<file path="src/rtl/esfa_bench_seq.sv">
// Multi-run benchmark sequencer for the ESFA core: launches NUM_RUNS runs, times each one,
// enforces a per-run timeout and keeps pass/fail/timeout statistics.
// Optional min/max tracking of passing runs is enabled by defining ESFA_BENCH_STATS_EN.
module esfa_bench_seq #(
   parameter int unsigned NUM_RUNS   = 4,
   parameter int unsigned CNT_W      = 32,
   parameter int unsigned TIMEOUT    = 40000,
   parameter int unsigned START_WAIT = 8,
   parameter int unsigned GAP_CYCLES = 2
) (
   input  logic             clk,
   input  logic             reset,
   input  logic             start,
   output logic             busy,
   output logic             done,
   output logic             run_req,
   input  logic             core_running,
   input  logic             core_success,
   output logic [15:0]      pass_count,
   output logic [15:0]      fail_count,
   output logic [15:0]      timeout_count,
   output logic [CNT_W-1:0] last_cycles,
   output logic [CNT_W-1:0] min_cycles,
   output logic [CNT_W-1:0] max_cycles
);

   typedef enum logic [2:0] {StIdle, StLaunch, StRun, StGap, StDone} state_e;

   localparam logic [CNT_W-1:0] CNT_ZERO  = '0;
   localparam logic [CNT_W-1:0] CNT_ONE   = CNT_W'(1);
   localparam logic [CNT_W-1:0] CNT_MAX   = '1;
   localparam logic [CNT_W-1:0] TIMEOUT_C = CNT_W'(TIMEOUT);
   localparam logic [CNT_W-1:0] WAIT_LAST = CNT_W'(START_WAIT - 1);
   localparam logic [CNT_W-1:0] GAP_LAST  = CNT_W'(GAP_CYCLES - 1);
   localparam logic [15:0]      RUNS_C    = 16'(NUM_RUNS);

   state_e           state_q, state_d;
   logic [CNT_W-1:0] cnt_q, cnt_d;
   logic [15:0]      idx_q, idx_d;
   logic [15:0]      pass_q, pass_d;
   logic [15:0]      fail_q, fail_d;
   logic [15:0]      tmo_q, tmo_d;
   logic [CNT_W-1:0] last_q, last_d;
   logic             run_req_q, run_req_d;
   logic             busy_q, busy_d;
   logic             done_q, done_d;

   function automatic logic [15:0] sat_inc16(input logic [15:0] v);
      return (v == 16'hFFFF) ? v : v + 16'd1;
   endfunction

   // cnt_q is shared: launch wait in StLaunch, run length in StRun, gap length in StGap.
   always_comb begin
      state_d = state_q;
      cnt_d   = cnt_q;
      idx_d   = idx_q;
      pass_d  = pass_q;
      fail_d  = fail_q;
      tmo_d   = tmo_q;
      last_d  = last_q;

      unique case (state_q)
         StIdle: begin
            if (start) begin
               state_d = StLaunch;
               cnt_d   = CNT_ZERO;
               idx_d   = 16'd0;
               pass_d  = 16'd0;
               fail_d  = 16'd0;
               tmo_d   = 16'd0;
               last_d  = CNT_ZERO;
            end
         end
         StLaunch: begin
            if (core_running) begin
               state_d = StRun;
               cnt_d   = CNT_ONE;
            end else if (cnt_q >= WAIT_LAST) begin
               state_d = StGap;
               cnt_d   = CNT_ZERO;
               fail_d  = sat_inc16(fail_q);
               last_d  = CNT_ZERO;
            end else begin
               cnt_d = cnt_q + CNT_ONE;
            end
         end
         StRun: begin
            // A fall on the cycle the counter hits TIMEOUT is a normal completion.
            if (!core_running) begin
               state_d = StGap;
               cnt_d   = CNT_ZERO;
               last_d  = cnt_q;
               if (core_success) pass_d = sat_inc16(pass_q);
               else              fail_d = sat_inc16(fail_q);
            end else if (cnt_q >= TIMEOUT_C) begin
               state_d = StGap;
               cnt_d   = CNT_ZERO;
               last_d  = TIMEOUT_C;
               tmo_d   = sat_inc16(tmo_q);
               fail_d  = sat_inc16(fail_q);
            end else if (cnt_q != CNT_MAX) begin
               cnt_d = cnt_q + CNT_ONE;
            end
         end
         StGap: begin
            // Never relaunch into a core that is still running.
            if (cnt_q >= GAP_LAST && !core_running) begin
               cnt_d = CNT_ZERO;
               idx_d = idx_q + 16'd1;
               if (idx_q + 16'd1 == RUNS_C) state_d = StDone;
               else                         state_d = StLaunch;
            end else if (cnt_q < GAP_LAST) begin
               cnt_d = cnt_q + CNT_ONE;
            end
         end
         StDone: begin
            state_d = StIdle;
         end
         default: begin
            state_d = StIdle;
         end
      endcase

      run_req_d = (state_d == StLaunch) || (state_d == StRun);
      busy_d    = (state_d != StIdle);
      done_d    = (state_d == StDone);
   end

   always_ff @(posedge clk or negedge reset) begin
      if (!reset) begin
         state_q   <= StIdle;
         cnt_q     <= '0;
         idx_q     <= '0;
         pass_q    <= '0;
         fail_q    <= '0;
         tmo_q     <= '0;
         last_q    <= '0;
         run_req_q <= 1'b0;
         busy_q    <= 1'b0;
         done_q    <= 1'b0;
      end else begin
         state_q   <= state_d;
         cnt_q     <= cnt_d;
         idx_q     <= idx_d;
         pass_q    <= pass_d;
         fail_q    <= fail_d;
         tmo_q     <= tmo_d;
         last_q    <= last_d;
         run_req_q <= run_req_d;
         busy_q    <= busy_d;
         done_q    <= done_d;
      end
   end

`ifdef ESFA_BENCH_STATS_EN
   logic [CNT_W-1:0] min_q, min_d;
   logic [CNT_W-1:0] max_q, max_d;
   logic             clear_stats;
   logic             pass_rec;

   assign clear_stats = (state_q == StIdle) && start;
   assign pass_rec    = (state_q == StRun) && !core_running && core_success;

   always_comb begin
      min_d = min_q;
      max_d = max_q;
      if (clear_stats) begin
         min_d = '1;
         max_d = '0;
      end else if (pass_rec) begin
         if (cnt_q < min_q) min_d = cnt_q;
         if (cnt_q > max_q) max_d = cnt_q;
      end
   end

   always_ff @(posedge clk or negedge reset) begin
      if (!reset) begin
         min_q <= '1;
         max_q <= '0;
      end else begin
         min_q <= min_d;
         max_q <= max_d;
      end
   end

   assign min_cycles = min_q;
   assign max_cycles = max_q;
`else
   assign min_cycles = '0;
   assign max_cycles = '0;
`endif

   assign busy          = busy_q;
   assign done          = done_q;
   assign run_req       = run_req_q;
   assign pass_count    = pass_q;
   assign fail_count    = fail_q;
   assign timeout_count = tmo_q;
   assign last_cycles   = last_q;

   req_implies_busy: assert property (@(posedge clk) disable iff (!reset) run_req |-> busy);
   done_implies_busy: assert property (@(posedge clk) disable iff (!reset) done |-> busy);

endmodule

</file>
<file path="config.mk">
export PLATFORM = sky130hd
export DESIGN_NAME = esfa_bench_seq
export DESIGN_NICKNAME = d
export VERILOG_FILES = /design/src/rtl/esfa_bench_seq.sv
export SDC_FILE = /design/constraint.sdc
export NUM_CORES = 1
export LEC_CHECK = 0
export BUFFER_PORTS_ARGS = -buffer_cell sky130_fd_sc_hd__buf_2
export CAP_MARGIN = 25
export CORE_MARGIN = 2
export CORE_UTILIZATION = 60
export DETAILED_ROUTE_END_ITERATION = 16
export GPL_ROUTABILITY_DRIVEN = 0
export PLACE_DENSITY = 0.86
export SKIP_CTS_REPAIR_TIMING = 1
export SYNTH_ARGS = -nofsm -noshare
export SYNTH_HDL_FRONTEND = slang
export SYNTH_SLANG_ARGS = --single-unit
</file>
<file path="constraint.sdc">
create_clock -name clk -period 3.9 [get_ports clk]
set_input_delay 0.585 -clock clk [delete_from_list [all_inputs] [get_ports clk]]
set_output_delay 0.585 -clock clk [all_outputs]
set_load 0.05 [all_outputs]
</file>
==> impl_metrics.csv <==
group,metric,value,unit
status,status,"completed",
power_and_ir_drop,power-per-cell-area,601,nW/um^2
worst_hold_path,hold_class,"in -> async",
sta,relSlewSlack,0.469,
clock_network,cts_buffers,17,
drt,avgRoutedWirePerCell,16.9,microns
drt,vias,5903,
critical_path,criticalPathCategory,"reg -> reg",
drt,first_pass_iters,5,
finish,antenna_cells,0,
sta,hold_viol_final,0,
finish,final_nets,838,
grt,gr-total-overflow,0,
sta,slew_viol_final,0,
critical_path,arrival,3.23,ns
sta,setup_tns,0,ns
sta,worstMarginPinSlew,0.789,ns
power_and_ir_drop,comb_power_share,0.330,
yosys,ys_ff_latch,134,
sta,layout_min_cycle_time,2.88,ns
sta,worst_slack,1.02,ns
power_and_ir_drop,power.leakage,3.96,nW
power_and_ir_drop,pwr-share-seq,0.329,
grt,grt_pass1_vias,5484,
power_and_ir_drop,switchingPower,1.97,mW
clock_network,cts_tree,"yes",
yosys,syn_area,7330,sq um
grt,grt_use_total,0.263,
power_and_ir_drop,p_int,3.01,mW
clock_network,clk_pin_slew,0.06,ns
sta,finalSetupViolations,0,
clock_network,clk_latency,0.43,ns
clock_network,cts_root_buf,"clkbuf_16",
finish,drive_above_1_share,0.194,
yosys,synth_cell_types,73,
yosys,synthCells,746,
finish,area_delta_synth_final,13.0,%
critical_path,required,4.25,ns
floorplanning,dieWidth,115,microns
clock_network,cts-htree-levels,4,
power_and_ir_drop,clockPowerShare,0.341,
finish,fillCellCount,887,
yosys,yosysSeqAreaShare,0.457,
grt,grt_pass1_wl,27.4,mm
sta,period_share,0.739,
floorplanning,rows,40,
power_and_ir_drop,ir_drop,0.507,mV
drt,avgViaCountPerCell,5.99,
yosys,yosys_warnings,0,
job,cap_violations,0,
drt,drt_first_iter_violations,535,
sta,clock_skew,0.00601,ns
critical_path,cp_max_fo,14,
yosys,synth_flop_cell,"dfrtp_1",
clock_network,clockBufferDepth,2,
sta,rsz0062_at_grt,"no",
floorplanning,ios,152,
placement,port-buffer-count,87,
drt,drc,0,
floorplanning,design.core.area,12000,sq um
yosys,async_flop_share,1.00,
yosys,synth-edff-count,0,
drt,ant_nets,0,
placement,dp_hpwl,11.1,mm
power_and_ir_drop,switching_share,0.395,
placement,dp_slack,1.12,ns
yosys,avgSynthCellArea,9.83,sq um
clock_network,cts.sinks,134,
critical_path,cp-end-kind,"flop",
drt,wirelength,16.7,mm
floorplanning,die_y,115,microns
floorplanning,initial_core_util,0.613,
grt,grt_max_degree,105,
sta,fmax,0.347,GHz
critical_path,cp-start-kind,"flop",
floorplanning,die-area,13100,sq um
grt,antenna_found_initial,0,
## sequential cells by signal (all words and copies together) (netlist names)
name           cells
busy               1
cnt_q             32
done               1
fail_count        16
idx_q             16
last_cycles       32
pass_count        16
run_req            1
state_q            3
timeout_count     16
## area by class of cell
| cell class | instances | area [sq um] | area share |
|---|---|---|---|
| Multi-Input combinational cell | 558 | 3520 | 0.425 |
| Sequential cell | 134 | 3350 | 0.405 |
| Timing Repair Buffer | 95 | 522 | 0.0630 |
| Clock buffer | 17 | 425 | 0.0514 |
| Clock inverter | 15 | 204 | 0.0246 |
| Tap cell | 147 | 184 | 0.0222 |
| Inverter | 20 | 75.1 | 0.00907 |
## routing by layer
layer,part of all wire,vias to the layer above,global-route usage
li1,-,2744,-
met1,0.45,2868,0.369
met2,0.47,252,0.395
met3,0.063,39,0.0609
met4,0.023,0,0.113
met5,0,-,0
## cell families (layout without fill, tap and decap cells)
logic type               count (synthesis)  in the layout  share of synthesized area
XOR/XNOR                                34             34                     0.0406
buffers and inverters                  117            147                     0.0971
multiplexers                             5              5                    0.00683
AND/OR/NAND/NOR                        294            294                      0.220
adder cells (fa/ha/maj)                  7              7                     0.0119
flip-flops                             134            134                      0.457
AO/OA/AOI/OAI                          154            154                      0.165
other                                    1             64                   0.000512
## cell usage after synthesis, types with 4 or more instances
library cell	count	area [sq um]
a21o_1	13	97.6
a21oi_1	11	55.1
a22o_1	44	385
a31o_2	5	43.8
a31oi_1	4	25.0
and2_1	21	131
and3_1	10	62.6
and4_1	5	43.8
buf_2	8	40.0
buf_4	66	495
clkbuf_1	19	71.3
dfrtp_1	134	3350
ha_1	7	87.6
inv_1	20	75.1
mux2i_1	5	50.1
nand2_1	65	244
nand2b_1	4	25.0
nand3_1	25	125
nand4_1	25	156
nor2_1	62	233
nor3_1	18	90.1
nor3b_1	4	30.0
nor4_1	12	75.1
nor4_2	5	62.6
nor4b_1	4	35.0
o211ai_1	4	30.0
o21ai_0	25	125
o21ai_1	12	60.1
o22ai_1	4	25.0
o31ai_1	5	37.5
or2_2	6	37.5
or3_1	7	43.8
or4_1	6	45.0
xnor2_1	23	201
xor2_1	11	96.3
## critical path, cell delays in order, from the launching register on
cell     delay [ns]
dfrtp_1        0.42
nor4_2         0.34
nand4_2        0.39
o41ai_4        0.56
a221o_1        0.57
a21o_1         0.31
and2_1         0.20
## path summary, 6_finish.rpt
kind / cells past startpoint / slack (ns) / startpoint / end
max in group asynchronous: 3 / 3.11 / reset / cnt_q[0]$_DFFE_PN0P_
min in group clk: 2 / 0.48 / last_cycles[11]$_DFFE_PN0P_ / last_cycles[11]$_DFFE_PN0P_
worst max-delay path: 6 / 1.02 / cnt_q[19]$_DFFE_PN0P_ / cnt_q[22]$_DFFE_PN0P_
worst min-delay path: 2 / 0.18 / reset / last_cycles[22]$_DFFE_PN0P_
worst min register to register: 2 / 0.48 / last_cycles[11]$_DFFE_PN0P_ / last_cycles[11]$_DFFE_PN0P_
worst max register to register: 6 / 1.02 / cnt_q[19]$_DFFE_PN0P_ / cnt_q[22]$_DFFE_PN0P_
## per-stage QoR
step	cell area (sq um)	cells	hold slack [ns]	util	total power, mW
floorplan	7570	809	0.289	-	2.96
global placement	7610	952	0.465	0.637	3.25
detailed placement	7610	952	0.477	0.637	3.27
CTS	8240	984	0.310	0.689	4.98
global route	8280	986	0.251	0.692	5.22
finish	8280	986	0.176	0.692	4.97
## cell usage in the layout, fill, tap and decap left out, types with 23 or more instances in the layout
cell type / n
conb_1: 64
xnor2_1: 23
nand3_1: 25
nand4_1: 25
buf_2: 86
o21ai_0: 25
dfrtp_1: 134
nor2_1: 62
a22o_1: 44
nand2_1: 65
## power by group through the flow
stage	registers, mW	clock network [mW]	logic [mW]
2_1_floorplan	1.87	0	1.10
3_3_place_gp	1.65	0	1.60
3_5_place_dp	1.66	0	1.62
4_1_cts	1.64	1.71	1.63
5_1_grt	1.66	1.78	1.78
6_report	1.64	1.69	1.64
Note: power is estimated with default switching activity, not from simulation.
